<file path="src/rtl/vending_machine_multi.sv">
// Multi-item vending controller: per-item prices and stock, coin credit accumulation,
// cancel/refund, restocking, and greedy serial change output (Moore outputs).
module vending_machine_multi #(
  parameter int                             NUM_ITEMS  = 4,
  parameter int                             SEL_W      = 2,
  parameter int                             PRICE_W    = 4,
  parameter logic [NUM_ITEMS*PRICE_W-1:0]   PRICES     = {4'd7, 4'd5, 4'd3, 4'd2},
  parameter int                             STOCK_W    = 4,
  parameter int                             STOCK_INIT = 3,
  parameter int                             CREDIT_W   = 5
) (
  input  logic                clk,
  input  logic                rst,
  input  logic                start,
  input  logic [SEL_W-1:0]    sel,
  input  logic                coin_valid,
  input  logic [1:0]          coins,
  input  logic                cancel,
  input  logic                restock,
  input  logic [SEL_W-1:0]    restock_sel,
  output logic                done,
  output logic [SEL_W-1:0]    product,
  output logic                sold_out,
  output logic [CREDIT_W-1:0] credit,
  output logic                change_valid,
  output logic [1:0]          change_coin,
  output logic                busy
);

  typedef enum logic [2:0] {
    S_IDLE,
    S_COLLECT,
    S_VEND,
    S_CHANGE,
    S_REFUND
  } state_t;

  state_t               r_state, w_state_nxt;
  logic [CREDIT_W-1:0]  r_credit, w_credit_nxt, w_credit_upd, w_change_val, w_price;
  logic [SEL_W-1:0]     r_sel;
  logic                 r_sold_out, w_sold_nxt, w_avail, w_accept;
  logic [STOCK_W-1:0]   r_stock [NUM_ITEMS];

  function automatic logic [CREDIT_W-1:0] f_coin_val(input logic [1:0] code);
    case (code)
      2'b00:   return CREDIT_W'(1);
      2'b01:   return CREDIT_W'(2);
      2'b10:   return CREDIT_W'(5);
      default: return CREDIT_W'(10);
    endcase
  endfunction

  // Greedy largest-first; the code shares the coin encoding so f_coin_val maps it back.
  function automatic logic [1:0] f_change_code(input logic [CREDIT_W-1:0] c);
    if (c >= CREDIT_W'(5))      return 2'b10;
    else if (c >= CREDIT_W'(2)) return 2'b01;
    else                        return 2'b00;
  endfunction

  function automatic logic [STOCK_W-1:0] f_sat_inc(input logic [STOCK_W-1:0] s);
    return (s == '1) ? s : s + 1'b1;
  endfunction

  always_comb begin
    w_avail = 1'b0;
    w_price = '0;
    for (int i = 0; i < NUM_ITEMS; i++) begin
      if (sel == SEL_W'(i))   w_avail = (r_stock[i] != '0);
      if (r_sel == SEL_W'(i)) w_price = CREDIT_W'(PRICES[i*PRICE_W +: PRICE_W]);
    end
  end

  always_comb begin
    w_state_nxt  = r_state;
    w_credit_nxt = r_credit;
    w_sold_nxt   = 1'b0;
    w_accept     = 1'b0;
    w_credit_upd = r_credit + (coin_valid ? f_coin_val(coins) : '0);
    w_change_val = f_coin_val(f_change_code(r_credit));
    case (r_state)
      S_IDLE: begin
        w_credit_nxt = '0;
        if (start) begin
          if (w_avail) begin
            w_accept    = 1'b1;
            w_state_nxt = S_COLLECT;
          end else begin
            w_sold_nxt  = 1'b1;
          end
        end
      end
      S_COLLECT: begin
        w_credit_nxt = w_credit_upd;
        if (cancel)                     w_state_nxt = (w_credit_upd != '0) ? S_REFUND : S_IDLE;
        else if (w_credit_upd >= w_price) w_state_nxt = S_VEND;
      end
      S_VEND: begin
        w_credit_nxt = r_credit - w_price;
        w_state_nxt  = (w_credit_nxt != '0) ? S_CHANGE : S_IDLE;
      end
      S_CHANGE, S_REFUND: begin
        w_credit_nxt = r_credit - w_change_val;
        if (w_credit_nxt == '0) w_state_nxt = S_IDLE;
      end
      default: begin
        w_credit_nxt = '0;
        w_state_nxt  = S_IDLE;
      end
    endcase
  end

  always_ff @(posedge clk or posedge rst) begin
    if (rst) begin
      r_state    <= S_IDLE;
      r_credit   <= '0;
      r_sel      <= '0;
      r_sold_out <= 1'b0;
    end else begin
      r_state    <= w_state_nxt;
      r_credit   <= w_credit_nxt;
      r_sold_out <= w_sold_nxt;
      if (w_accept) r_sel <= sel;
    end
  end

  // A vend and a restock hitting the same item cancel out.
  always_ff @(posedge clk or posedge rst) begin
    if (rst) begin
      for (int i = 0; i < NUM_ITEMS; i++) r_stock[i] <= STOCK_W'(STOCK_INIT);
    end else begin
      for (int i = 0; i < NUM_ITEMS; i++) begin
        if ((restock && restock_sel == SEL_W'(i)) && !(r_state == S_VEND && r_sel == SEL_W'(i)))
          r_stock[i] <= f_sat_inc(r_stock[i]);
        else if (!(restock && restock_sel == SEL_W'(i)) && (r_state == S_VEND && r_sel == SEL_W'(i)))
          r_stock[i] <= r_stock[i] - 1'b1;
      end
    end
  end

  assign done         = (r_state == S_VEND);
  assign product      = done ? r_sel : '0;
  assign sold_out     = r_sold_out;
  assign credit       = r_credit;
  assign change_valid = (r_state == S_CHANGE) || (r_state == S_REFUND);
  assign change_coin  = change_valid ? f_change_code(r_credit) : 2'b00;
  assign busy         = (r_state != S_IDLE);

endmodule
</file>
<file path="config.mk">
export PLATFORM = sky130hd
export DESIGN_NAME = vending_machine_multi
export DESIGN_NICKNAME = d
export VERILOG_FILES = /design/src/rtl/vending_machine_multi.sv
export SDC_FILE = /design/constraint.sdc
export NUM_CORES = 1
export LEC_CHECK = 0
export ABC_CLOCK_PERIOD_IN_PS = 4100
export CAP_MARGIN = 0
export CORE_MARGIN = 2
export CORE_UTILIZATION = 41
export CTS_CLUSTER_SIZE = 25
export DETAILED_ROUTE_END_ITERATION = 7
export PLACE_DENSITY = 0.72
export SYNTH_ARGS = -nofsm -noshare
export SYNTH_HDL_FRONTEND = slang
export SYNTH_SLANG_ARGS = --single-unit
</file>
<file path="constraint.sdc">
create_clock -name clk -period 4.1 [get_ports clk]
set_input_delay 0.82 -clock clk [delete_from_list [all_inputs] [get_ports clk]]
set_output_delay 0.82 -clock clk [all_outputs]
set_load 0.02 [all_outputs]
</file>
==> results.md, run 1 <==
CTS:
- For the worst-skew pair, the clock arrives at the later sink with an insertion delay of 0.27 ns.
- The quantity of gates resized following cts is 0.
- The quantity of hold-fixing buffers added after cts is 0.
- In this run, CTS created clock tree buffers numbering 3.
- In this run the deepest clock path goes through 2 buffers.
- The number of levels the H-tree was split into is 1.
- The post-CTS clock slew at the launch and capture registers of the worst setup and hold paths is 0.09 ns.
- The number of setup buffers added after CTS is 0.
- Clock tree synthesis found a total of 27 sinks.
- The master cell of the clock root buffer is sky130_fd_sc_hd__clkbuf_8.
- The TritonCTS clock tree is yes.

Worst setup path:
- The kind of critical path is input port to flop.
- The worst setup path is launched from an input port.
- At the worst endpoint, the required time is 4.27 ns.
- The type of element capturing the critical path is a flop.
- The worst-path maximum fanout is 4.
- The data arrival at the endpoint of the critical path is 3.56 ns.
- The worst register-to-register path has a setup slack of 0.90 ns.

Global route:
- The via count of the first global-routing pass is 1737.
- The pin count of the biggest net entering global routing is 28.
- The global-route usage over all layers is 16.0%.
- The number of antenna violations at the first check in global routing came to 0.
- The first global-routing pass estimated 8070 um of wire.
- Summed over all layers, the global routing overflow is 0.

Synthesis:
- For this run, the register share of the synthesized area comes to 29.7%.
- The fraction of registers with async set/reset is 100%.
- In this run, synthesis inferred 0 flip-flops with an integrated enable.
- The dominant synthesized flop cell is sky130_fd_sc_hd__dfrtp_1.
- Counting distinct cell types in the post-synthesis netlist gives 51.
- After synthesis the netlist holds a flip-flop and latch count of 27.
- The mean area per synthesized cell is 10.0 um2.
- The number of instances in the synthesized netlist is 231.
- Yosys printed 0 warnings.
- The cell area after technology mapping is 2310 um2.
- The number of nets handed over by synthesis was 272.

Detailed routing:
- Dividing the detail-routed wire length by the instance count gives 13.8 um.
- The wire length the detailed router placed on met1 is 2240 um.
- Before antenna repair, the detailed router went through 4 iterations.
- For this block, the routed nets add up to 4530 um of wire.
- The highest signal layer in the routed design is met4.
- The number of DRC violations after detailed routing is 0.
- The number of nets with antenna violations after detailed routing is 0.
- After the first detailed-routing iteration, the DRC count stood at 68.
- The detailed-route via count is 1763.
- The routed wire length on met3 is 155 um.
- The routed length on met2 is 2070 um.
- The via count normalized by instance count is 5.38.

Placed design:
- Input and output buffers added on the ports amount to 24.
- The instance count after placement with tap cells included is 324.
- Timing analysis after detailed placement gives a worst setup slack of 0.451 ns.
- Once detailed placement completed, the half-perimeter wirelength came to 3550 um.
- The congestion estimate from routability-driven global placement came to 0.908.

Timing:
- Of the available clock period, the critical path in the final layout requires 82.8%.
- At the pin with the least slew margin, the transition time is 1.04 ns.
- The worst clock skew is 0.00155 ns.
- The hold violation count in the final report came to 0.
- The summed negative setup slack over all endpoints is 0 ns.
- The worst pin sits at a relative slew slack of 30.5%.
- Setup slack on the critical path of the routed design comes to 0.706 ns.
- The final critical path time including I/O delays and setup is 3.39 ns.
- The max-slew violation count was 0.
- Based on the critical path, the design can be clocked at up to 0.295 GHz.
- Setup repair after global routing left no endpoint under its margin.
- The final setup violation count is 0.

Power and ir drop:
- The static leakage power is 1.14 nW.
- The areal power density over the cells is 789 nW/um2.
- Across the VDD grid, the largest voltage drop is 0.392 mV.

Floorplanning:
- For this configuration, the core starts out at a cell density of 42.2%.
- The floorplan step defined a core boundary enclosing 5470 um2.
- The number of primary I/O pins is 25.
- The x dimension of the die is 79.1 um.
- The floorplan step defined a die boundary enclosing 6260 um2.
- Row generation in the floorplan step produced 27 rows.
- Measured along the y axis, the die boundary spans 79.1 um.

Min path:
- The min-delay analysis places its worst path in the category flop to flop.

Final layout:
- The share of final-layout standard cells stronger than drive strength 1 is 12.9%.
- From synthesis to final layout, the design area changed by 15.0%.
- The utilization after layout is 48.6%.
- The number of fill cells is 521.
- The library cell used most frequently in the layout, excluding fill and tap cells, is sky130_fd_sc_hd__clkdlybuf4s50_1.
- The number of non-filler instances in the completed layout is 328.
- 0 antenna diodes ended up in the layout.
- The net count reported at finish is 298.
- The top cell types in the final layout, fill and taps aside, are sky130_fd_sc_hd__clkdlybuf4s50_1 (24), sky130_fd_sc_hd__ha_1 (22), sky130_fd_sc_hd__dfrtp_1 (19), sky130_fd_sc_hd__nand2_1 (17), sky130_fd_sc_hd__xnor2_1 (17).

Flow run:
- The number of max-cap violations is 0.

Status:
- The run finished with clean final reports.
==> flip-flops by register name, summed over array words and instances, names as in the netlist <==
register / flops
r_state: 3
r_sel: 2
sold_out: 1
credit: 5
r_stock: 16
==> critical path: stages <==
cell	delay, ns
sky130_fd_sc_hd__clkdlybuf4s50_1	0.51
sky130_fd_sc_hd__nor2b_1	0.16
sky130_fd_sc_hd__ha_1	0.20
sky130_fd_sc_hd__fa_1	0.47
sky130_fd_sc_hd__ha_1	0.29
sky130_fd_sc_hd__a21o_1	0.18
sky130_fd_sc_hd__a2111oi_4	0.33
sky130_fd_sc_hd__and3_1	0.23
sky130_fd_sc_hd__nor3_1	0.07
sky130_fd_sc_hd__mux2_4	0.30
==> cell usage after synthesis (all sizes together), types with 6 or more instances <==
| cell type | number | area (um2) |
|---|---|---|
| ha | 22 | 275 |
| nor3 | 6 | 35.0 |
| xnor2 | 17 | 149 |
| a21oi | 14 | 70.1 |
| xor2 | 8 | 70.1 |
| nor2 | 16 | 67.6 |
| dfrtp | 19 | 475 |
| a21o | 10 | 75.1 |
| nand2 | 19 | 76.3 |
| dfstp | 8 | 210 |
| inv | 12 | 45.0 |
| fa | 7 | 140 |
| mux2 | 8 | 105 |
| o21ai | 7 | 46.3 |
| nand3 | 7 | 40.0 |
==> report_power, final <==
group / leakage, nW / internal (mW) / total (mW) / switching [mW]
Combinational: 0.801 / 0.643 / 1.30 / 0.654
Clock: 0.0228 / 0.0697 / 0.154 / 0.0839
Sequential: 0.312 / 0.423 / 0.650 / 0.227
Total: 1.14 / 1.14 / 2.10 / 0.964
==> cell families (layout without fill, tap and decap cells) <==
logic type / count (synthesis) / count (layout) / synth area share, %
AOI/OAI and AO/OA: 51 / 51 / 16.9
xor gates and xnor gates: 25 / 25 / 9.47
adders and majority gates: 29 / 29 / 18.0
buffers and inverters: 15 / 40 / 3.14
DFF: 27 / 27 / 29.7
muxes: 11 / 11 / 5.84
other: 1 / 1 / 0.162
and+or+nand+nor: 72 / 72 / 16.8
==> worst paths after layout <==
check                                       startpoint                      to  cells past startpoint
worst max-delay path                        coin_valid  r_state[1]$_DFFE_PP0P_                     10
max in group asynchronous                          rst  r_stock[2]$_DFFE_PP0P_                      2
worst min-delay path            r_stock[7]$_DFFE_PP0P_  r_stock[7]$_DFFE_PP0P_                      1
worst min register to register  r_stock[7]$_DFFE_PP0P_  r_stock[7]$_DFFE_PP0P_                      1
worst max register to register     credit[1]$_DFF_PP0_  r_state[1]$_DFFE_PP0P_                     10
min in group asynchronous                          rst  r_stock[7]$_DFFE_PP0P_                      2
==> routing by layer <==
layer	GRT usage, %	vias up
met5	0	-
met4	5.34	0
met3	1.82	6
met2	25.3	34
met1	22.7	850
li1	-	873
==> layout make-up <==
class,instances,area [um2],share of cell area (%)
multi-input combinational,189,1550,58.4
clock buffer,4,45.0,1.69
timing repair buffer,24,240,9.03
sequential,27,686,25.8
inverter,12,45.0,1.69
tap,72,90.1,3.39
==> metrics by stage <==
stage / area [um2] / hold slack (ns) / total power [mW]
global route: 2660 / 0.537 / 2.30
global placement: 2620 / 0.484 / 1.92
finish: 2660 / 0.505 / 2.10
detailed placement: 2620 / 0.485 / 1.95
CTS: 2660 / 0.504 / 2.11
floorplan: 2310 / 0.466 / 1.64
Power figures use the tool's default switching activity.
==> inputs of run 2 (changes only) <==
--- a/config.mk
+++ b/config.mk
@@ -5,13 +5,13 @@
 export SDC_FILE = /design/constraint.sdc
 export NUM_CORES = 1
 export LEC_CHECK = 0
-export ABC_CLOCK_PERIOD_IN_PS = 4100
+export ABC_CLOCK_PERIOD_IN_PS = 2810
 export CAP_MARGIN = 0
 export CORE_MARGIN = 2
 export CORE_UTILIZATION = 41
 export CTS_CLUSTER_SIZE = 25
 export DETAILED_ROUTE_END_ITERATION = 7
-export PLACE_DENSITY = 0.72
+export PLACE_DENSITY = 0.74
 export SYNTH_ARGS = -nofsm -noshare
 export SYNTH_HDL_FRONTEND = slang
 export SYNTH_SLANG_ARGS = --single-unit
==> constraint.sdc (replaced) <==
create_clock -name clk -period 2.81 [get_ports clk]
set_input_delay 0.562 -clock clk [delete_from_list [all_inputs] [get_ports clk]]
set_output_delay 0.562 -clock clk [all_outputs]
set_load 0.02 [all_outputs]
==> results.md, run 2 (synthesized netlist as in run 1, its figures left out) <==
Status:
- The run finished with clean final reports.

Worst setup path:
- In this design, the largest share of critical-path delay is due to adder cells.
- The endpoint of the most critical register-to-register path is r_state[1]$_DFFE_PP0P_.
- The startpoint of the lowest-slack register-to-register path is credit[1]$_DFF_PP0_.
- The internal reg-to-reg setup slack is 0.08 ns.
- The data arrival at the endpoint of the critical path is 2.94 ns.
- In this design, the stage delay of the slowest critical-path cell is 0.47 ns.
- The critical path goes through dlygate4sd2_1 -> nor2b_2 -> ha_2 -> fa_2 -> ha_4 -> a21o_1 -> a2111oi_4 -> and3_4 -> nor3_2 -> mux2_4.
- The startpoint class of the critical path is an input port.
- STA puts the critical path data required time at 2.98 ns.
- The type of element capturing the critical path is a flop.
- The kind of critical path is input port to flop.
- The slowest stage of the critical path is the sky130_fd_sc_hd__fa_2 cell.
- The worst path buffer plus inverter count is 1.
- Along the worst path, the maximum fanout reaches 4.
- The worst register-to-register path has a depth of 9.

Floorplanning:
- In this run the horizontal extent of the chip is 79.1 um.
- The floorplan step defined a die boundary enclosing 6260 um2.
- The effective utilization at floorplan is 42.2%.
- The total area inside the core boundary comes to 5470 um2.
- The die span in y is 79.1 um.
- The placement row count is 27.
- 25 I/O pins were placed.

CTS:
- Clock tree synthesis found a total of 27 sinks.
- Clock tree synthesis inserted a total of 3 buffers.
- TritonCTS built the clock tree.
- The post-CTS clock slew at the launch and capture registers of the worst setup and hold paths is 0.10 ns.
- Clock latency on the worst-skew pair, taken at its later pin, is 0.28 ns.
- The master cell of the clock root buffer is sky130_fd_sc_hd__clkbuf_8.
- In this run the number of H-tree levels came out at 1.
- The number of hold buffers added after CTS was 0.
- The maximum clock path buffer count is 2.

Global route:
- Entering global routing, the biggest net connects 18 pins.
- The total overflow left after global routing is 0.
- Across every metal layer, demand over resource in global routing totals 17.3%.
- The via count of the first global-routing pass is 1926.
- The global routing met3 resource utilization is 3.86%.
- The met1 capacity usage during global routing is 22.9%.
- The layer flagged by global routing as most heavily used is met2.
- For met2 alone, demand over resource in global routing was 28.7%.
- The first global-routing pass estimated 8720 um of wire.
- The number of antenna violations at the first check in global routing is 0.

Detailed routing:
- The number of DRC markers after the initial detailed-route iteration is 54.
- The detail route stage leaves a number of antenna-violating nets equal to 0.
- The average routed wire per standard cell is 14.0 um.
- The iteration count of the initial detailed-routing pass is 4.
- The number of DRC violations after detailed routing is 0.
- Using the TritonRoute via totals, the vias-per-cell ratio works out to 5.18.
- The routed design has 5030 um of wire.
- Summing over every cut layer, the via total after detailed routing is 1856.

Timing:
- The worst-margin pin slew is 0.641 ns.
- Setup repair after global routing could not meet its margin everywhere.
- The worst pin sits at a relative slew slack of 57.2%.
- The worst clock skew is 0.00820 ns.
- The tightest hold path in the finished design has a slack of 0.504 ns.
- The worst path needs 2.77 ns of the cycle, external delays included.
- The maximum clock frequency is 0.362 GHz.
- After layout, the worst path uses 98.4% of the clock period.
- The hold violation count in the final report was 0.
- The max-slew violation count is 0.
- The final setup violation count is 0.
- The worst path setup slack after routing is 0.0449 ns.

Final layout:
- The number of non-filler instances in the completed layout is 358.
- The register name with the most flops is r_stock.
- Compared with the post-synthesis result, the final layout area differs by 28.8%.
- The filler cells instantiated in the layout total 499.
- The flip-flop count of the largest register after layout is 16.
- Summing all non-filler instances in the final layout gives an area of 2980 um2.
- Leaving out fill and tap cells, the most frequent cells in the layout are sky130_fd_sc_hd__buf_4 (30), sky130_fd_sc_hd__clkdlybuf4s50_1 (22), sky130_fd_sc_hd__ha_1 (19), sky130_fd_sc_hd__nand2_1 (17), sky130_fd_sc_hd__dfrtp_1 (17).
- The share of final-layout standard cells stronger than drive strength 1 is 29.4%.
- The area of combinational cells with multiple inputs is 1650 um2.
- The most common cell after layout, fill and taps aside is sky130_fd_sc_hd__buf_4.
- The storage element area is 688 um2.
- The net count reported at finish is 328.
- 0 antenna diodes ended up in the layout.
- The utilization after layout is 54.4%.

Power and ir drop:
- The share of total power dissipated in combinational logic is 69.0%.
- The worst voltage drop across the vdd grid is 0.816 mV.
- The static leakage power is 1.29 nW.
- The sequential cell fraction of total power is 24.4%.
- The internal power contribution is 1.99 mW.
- The switching power total is 1.57 mW.
- The areal power density over the cells is 1200 nW/um2.
- Of the total power, the share spent switching nets is 44.0%.
- The clock network burns 6.7% of the power.

Placed design:
- Routability-driven placement finished with a final weighted congestion of 0.879.
- The count of input and output buffers is 24.
- OpenSTA, run right after detailed placement, puts the worst setup slack at -0.580 ns.
- Once detailed placement completed, the half-perimeter wirelength came to 3900 um.
- The instance area at placement is 2790 um2.
- The instance count after placement with tap cells included is 346.

Min path:
- The path with the worst hold slack has its endpoint at r_stock[7]$_DFFE_PP0P_.
- Counting instances, the worst hold path has a depth of 1.
- In this run the most critical hold path is launched from r_stock[7]$_DFFE_PP0P_.
- The worst min-delay path class is flop to flop.

Flow run:
- The number of max-cap violations is 0.
run 2: worst max-delay path by stage:
stage | depth (start not counted) | startpoint | end | slack (ns)
3_3_place_gp | 10 | coin_valid | r_state[1]$_DFFE_PP0P_ | -0.50
3_5_place_dp | 10 | coin_valid | r_state[1]$_DFFE_PP0P_ | -0.58
5_1_grt | 10 | coins[0] | r_state[1]$_DFFE_PP0P_ | -0.01
2_1_floorplan | 12 | credit[1]$_DFF_PP0_ | r_state[1]$_DFFE_PP0P_ | 0.02
6_report | 10 | coins[0] | r_state[1]$_DFFE_PP0P_ | 0.04
4_1_cts | 10 | credit[1]$_DFF_PP0_ | r_state[1]$_DFFE_PP0P_ | 0.01
run 2: power by group through the flow:
stage                     Sequential, mW  Clock, mW  Combinational (mW)
final                              0.868      0.237                2.46
after global routing               0.911      0.260                2.74
after CTS                          0.868      0.244                2.28
after detailed placement           0.874          0                2.23
after global placement             0.863          0                2.17
after floorplan                    0.875          0                1.53
run 2: area by class of cell:
type	instances	share of cell area, %
multi-input combinational	189	55.3
sequential	27	23.1
timing repair buffer	54	15.4
tap	72	3.02
inverter	12	1.51
clock buffer	3	1.39
clock inverter	1	0.252
run 2: worst reg2reg max path, cell delays in order (launching register included):
cell	delay, ns
sky130_fd_sc_hd__dfrtp_2	0.44
sky130_fd_sc_hd__buf_4	0.14
sky130_fd_sc_hd__buf_4	0.15
sky130_fd_sc_hd__fa_2	0.61
sky130_fd_sc_hd__ha_4	0.21
sky130_fd_sc_hd__a21o_1	0.17
sky130_fd_sc_hd__a2111oi_4	0.33
sky130_fd_sc_hd__and3_4	0.23
sky130_fd_sc_hd__nor3_2	0.05
sky130_fd_sc_hd__mux2_4	0.29
run 2: metal layers:
metal,routed length (um),up-vias
met2,2420,30
met1,2370,883
li1,-,937
met3,160,6
met4,74,0
met5,0,-
run 2: timing repair:
item                                    CTS  global route
gates resized for setup                  10            13
endpoints found under the setup margin    3             3
pin swaps                                 4            14
setup buffers                             1             7
run 2: metrics by stage:
stage | setup TNS, ns | power (mW)
6_report | 0 | 3.56
5_1_grt | -0.0111 | 3.91
4_1_cts | 0 | 3.39
3_5_place_dp | -1.42 | 3.10
3_3_place_gp | -1.19 | 3.04
2_1_floorplan | 0 | 2.40
==> inputs of run 3 (changes only) <==
--- a/config.mk
+++ b/config.mk
@@ -12,6 +12,7 @@
 export CTS_CLUSTER_SIZE = 25
 export DETAILED_ROUTE_END_ITERATION = 7
 export PLACE_DENSITY = 0.74
+export REMOVE_ABC_BUFFERS = 1
 export SYNTH_ARGS = -nofsm -noshare
 export SYNTH_HDL_FRONTEND = slang
 export SYNTH_SLANG_ARGS = --single-unit
==> results.md, run 3 (synthesized netlist as in run 1, its figures left out) <==
CTS:
- The number of sinks driven by the clock tree is 27.
- The TritonCTS clock tree is yes.
- The post-CTS clock slew at the launch and capture registers of the worst setup and hold paths is 0.09 ns.
- No sink is reached through more buffers than the 2 on the longest clock path.
- TritonCTS created 3 clock buffers.
- The number of levels the H-tree was split into is 1.
- The master cell of the clock root buffer is sky130_fd_sc_hd__clkbuf_8.
- The clock insertion delay at the later pin of the skew report is 0.27 ns.
- The quantity of hold-fixing buffers added after cts is 0.

Final layout:
- The repair_antennas step left the layout with diodes totalling 0.
- The net count reported at finish is 332.
- The relative area change from synthesis to final layout is 29.2%.
- The area of all placed cells without fillers is 2990 um2.
- The layout has 491 filler cells.
- The most common cell after layout, fill and taps aside is sky130_fd_sc_hd__buf_4.
- The share of final-layout standard cells stronger than drive strength 1 is 28.6%.
- The flip-flop count of the largest register after layout is 16.
- Counting flops per register, the top entry is r_stock.
- Cells fill 54.6% of the core in the end.
- The library cells used most frequently in the layout, excluding fill and tap cells, are sky130_fd_sc_hd__buf_4 (33), sky130_fd_sc_hd__clkdlybuf4s50_1 (22), sky130_fd_sc_hd__ha_1 (19), sky130_fd_sc_hd__dfrtp_1 (19), sky130_fd_sc_hd__nand2_1 (17).

Timing:
- The final critical path time including I/O delays and setup is 2.72 ns.
- Static timing analysis puts the maximum clock frequency at 0.367 GHz.
- Clock skew on the completed layout was measured at 0.00222 ns.
- The max-slew violation count is 0.
- On the final layout, the worst hold slack is 0.505 ns.
- The final cycle utilization of the critical path is 97.0%.
- The hold violation count in the final report was 0.
- The final setup violation count is 0.

Floorplanning:
- The die span in y is 79.1 um.
- The core region area is 5470 um2.
- The x dimension of the die is 79.1 um.
- During I/O placement, the number of pins put on the boundary was 25.
- Once the floorplan was initialized, standard cells occupied 42.2% of the core.
- The die covers 6260 um2.
- The floorplan has 27 rows.

Detailed routing:
- The routed design has 5210 um of wire.
- The number of DRC markers after the initial detailed-route iteration is 57.
- The number of nets with antenna violations after detailed routing is 0.
- The number of DRC violations after detailed routing is 0.
- After detailed routing, the average wire length per cell comes to 14.4 um.
- The iteration count of the initial detailed-routing pass is 4.
- The via count normalized by instance count is 5.24.
- The detailed router placed 1898 vias in this run.

Worst setup path:
- The worst-path maximum fanout is 3.
- The type of element capturing the critical path is a flop.
- The critical path required time is 2.98 ns.
- At the worst endpoint, the arrival time is 2.89 ns.
- Walking the worst path, the cells encountered are buf_4 -> ha_2 -> fa_2 -> ha_4 -> a21o_1 -> a2111oi_4 -> and3_4 -> nor3_2 -> mux2_4.
- On the critical path, the stage with the largest delay is an instance of sky130_fd_sc_hd__fa_2.
- In this design, the stage delay of the slowest critical-path cell is 0.57 ns.
- The internal reg-to-reg setup slack is 0.09 ns.
- The critical path in this run is classified as flop to flop.
- STA classifies the critical path startpoint as a flop.

Power and ir drop:
- The worst-case IR drop observed on VDD is 0.681 mV.
- The total power of the final layout is 3.64 mW.
- In this run the static leakage power is 1.32 nW.
- In this run the power density over the cells is 1220 nW/um2.

Placed design:
- Once placement finished, the instance area stood at 2840 um2.
- Summed over all nets, the half-perimeter wirelength after detailed placement is 4080 um.
- The count of input and output buffers is 24.
- The placer congestion estimate is 0.946.

Global route:
- Entering global routing, the biggest net connects 28 pins.
- The number of antenna violations at the first check in global routing is 0.
- Global routing used 17.4% of the available tracks across all layers.
- The via count of the first global-routing pass is 1965.
- The leftover overflow at the end of global routing is 0.
- The wire length of the first global-routing pass is 8780 um.

Min path:
- The worst min-delay path class is flop to flop.

Status:
- The run finished with clean final reports.

Flow run:
- The tool flagged a number of max-cap violations equal to 0.
## run 3: cell types whose count changed in the layout (fill, tap and decap cells not counted), sizes merged
| cell | previous run | this run |
|---|---|---|
| buf | 30 | 34 |
| clkbuf | 4 | 5 |
| clkinvlp | 1 | 0 |
| clkinv | 0 | 1 |
| dlygate4sd2 | 1 | 0 |
## run 3: path summary, 6_finish.rpt
kind / from / endpoint / cells after the start
min in group asynchronous: rst / r_stock[2]$_DFFE_PP0P_ / 3
worst max register to register: credit[0]$_DFF_PP0_ / r_state[1]$_DFFE_PP0P_ / 9
worst min register to register: r_stock[15]$_DFFE_PP0P_ / r_stock[15]$_DFFE_PP0P_ / 1
max in group asynchronous: rst / r_stock[13]$_DFFE_PP1P_ / 3
worst max-delay path: credit[0]$_DFF_PP0_ / r_state[1]$_DFFE_PP0P_ / 9
worst min-delay path: r_stock[15]$_DFFE_PP0P_ / r_stock[15]$_DFFE_PP0P_ / 1
## run 3: final cells by class
class	count	area, um2	share of cell area, %
sequential	27	686	22.9
inverter	12	45.0	1.51
timing repair buffer	58	489	16.4
clock inverter	1	5.00	0.168
tap	72	90.1	3.02
multi-input combinational	189	1630	54.6
clock buffer	3	41.3	1.38
## run 3: power by group
part	switching [mW]	internal (mW)	total [mW]
logic	1.21	1.33	2.55
clock network	0.121	0.0993	0.220
registers	0.256	0.619	0.875
## run 3: per-stage QoR
step	TNS (ns)	worst slack, ns	instances
2_1_floorplan	-0.218	-0.217	228
3_3_place_gp	-0.942	-0.485	354
3_5_place_dp	-1.14	-0.542	354
4_1_cts	0	0.00885	360
5_1_grt	-0.0504	-0.0504	362
6_report	0	0.0850	362
## run 3: routing by layer
metal  vias up  share of wire [%]  global-route usage (%)
met4         0                1.8                    4.83
met3        11                3.0                    1.70
met2        35                 49                    30.3
met1       910                 46                    22.9
li1        942                  -                       -
met5         -                  0                       0
## run 3: what timing repair did
item / in CTS / in global routing
pin swaps: 7 / 10
buffers inserted: 2 / 2
setup endpoints to repair: 2 / 2
gates resized for setup: 10 / 12
## run 3: worst max-delay path, delay by kind of cell (launching register included)
family	cells	cell delay, ns
AND/OR/NAND/NOR	2	0.29
buffers and inverters	1	0.15
multiplexers	1	0.30
AO/OA/AOI/OAI	2	0.54
flip-flops	1	0.39
adder cells (fa/ha/maj)	3	0.96
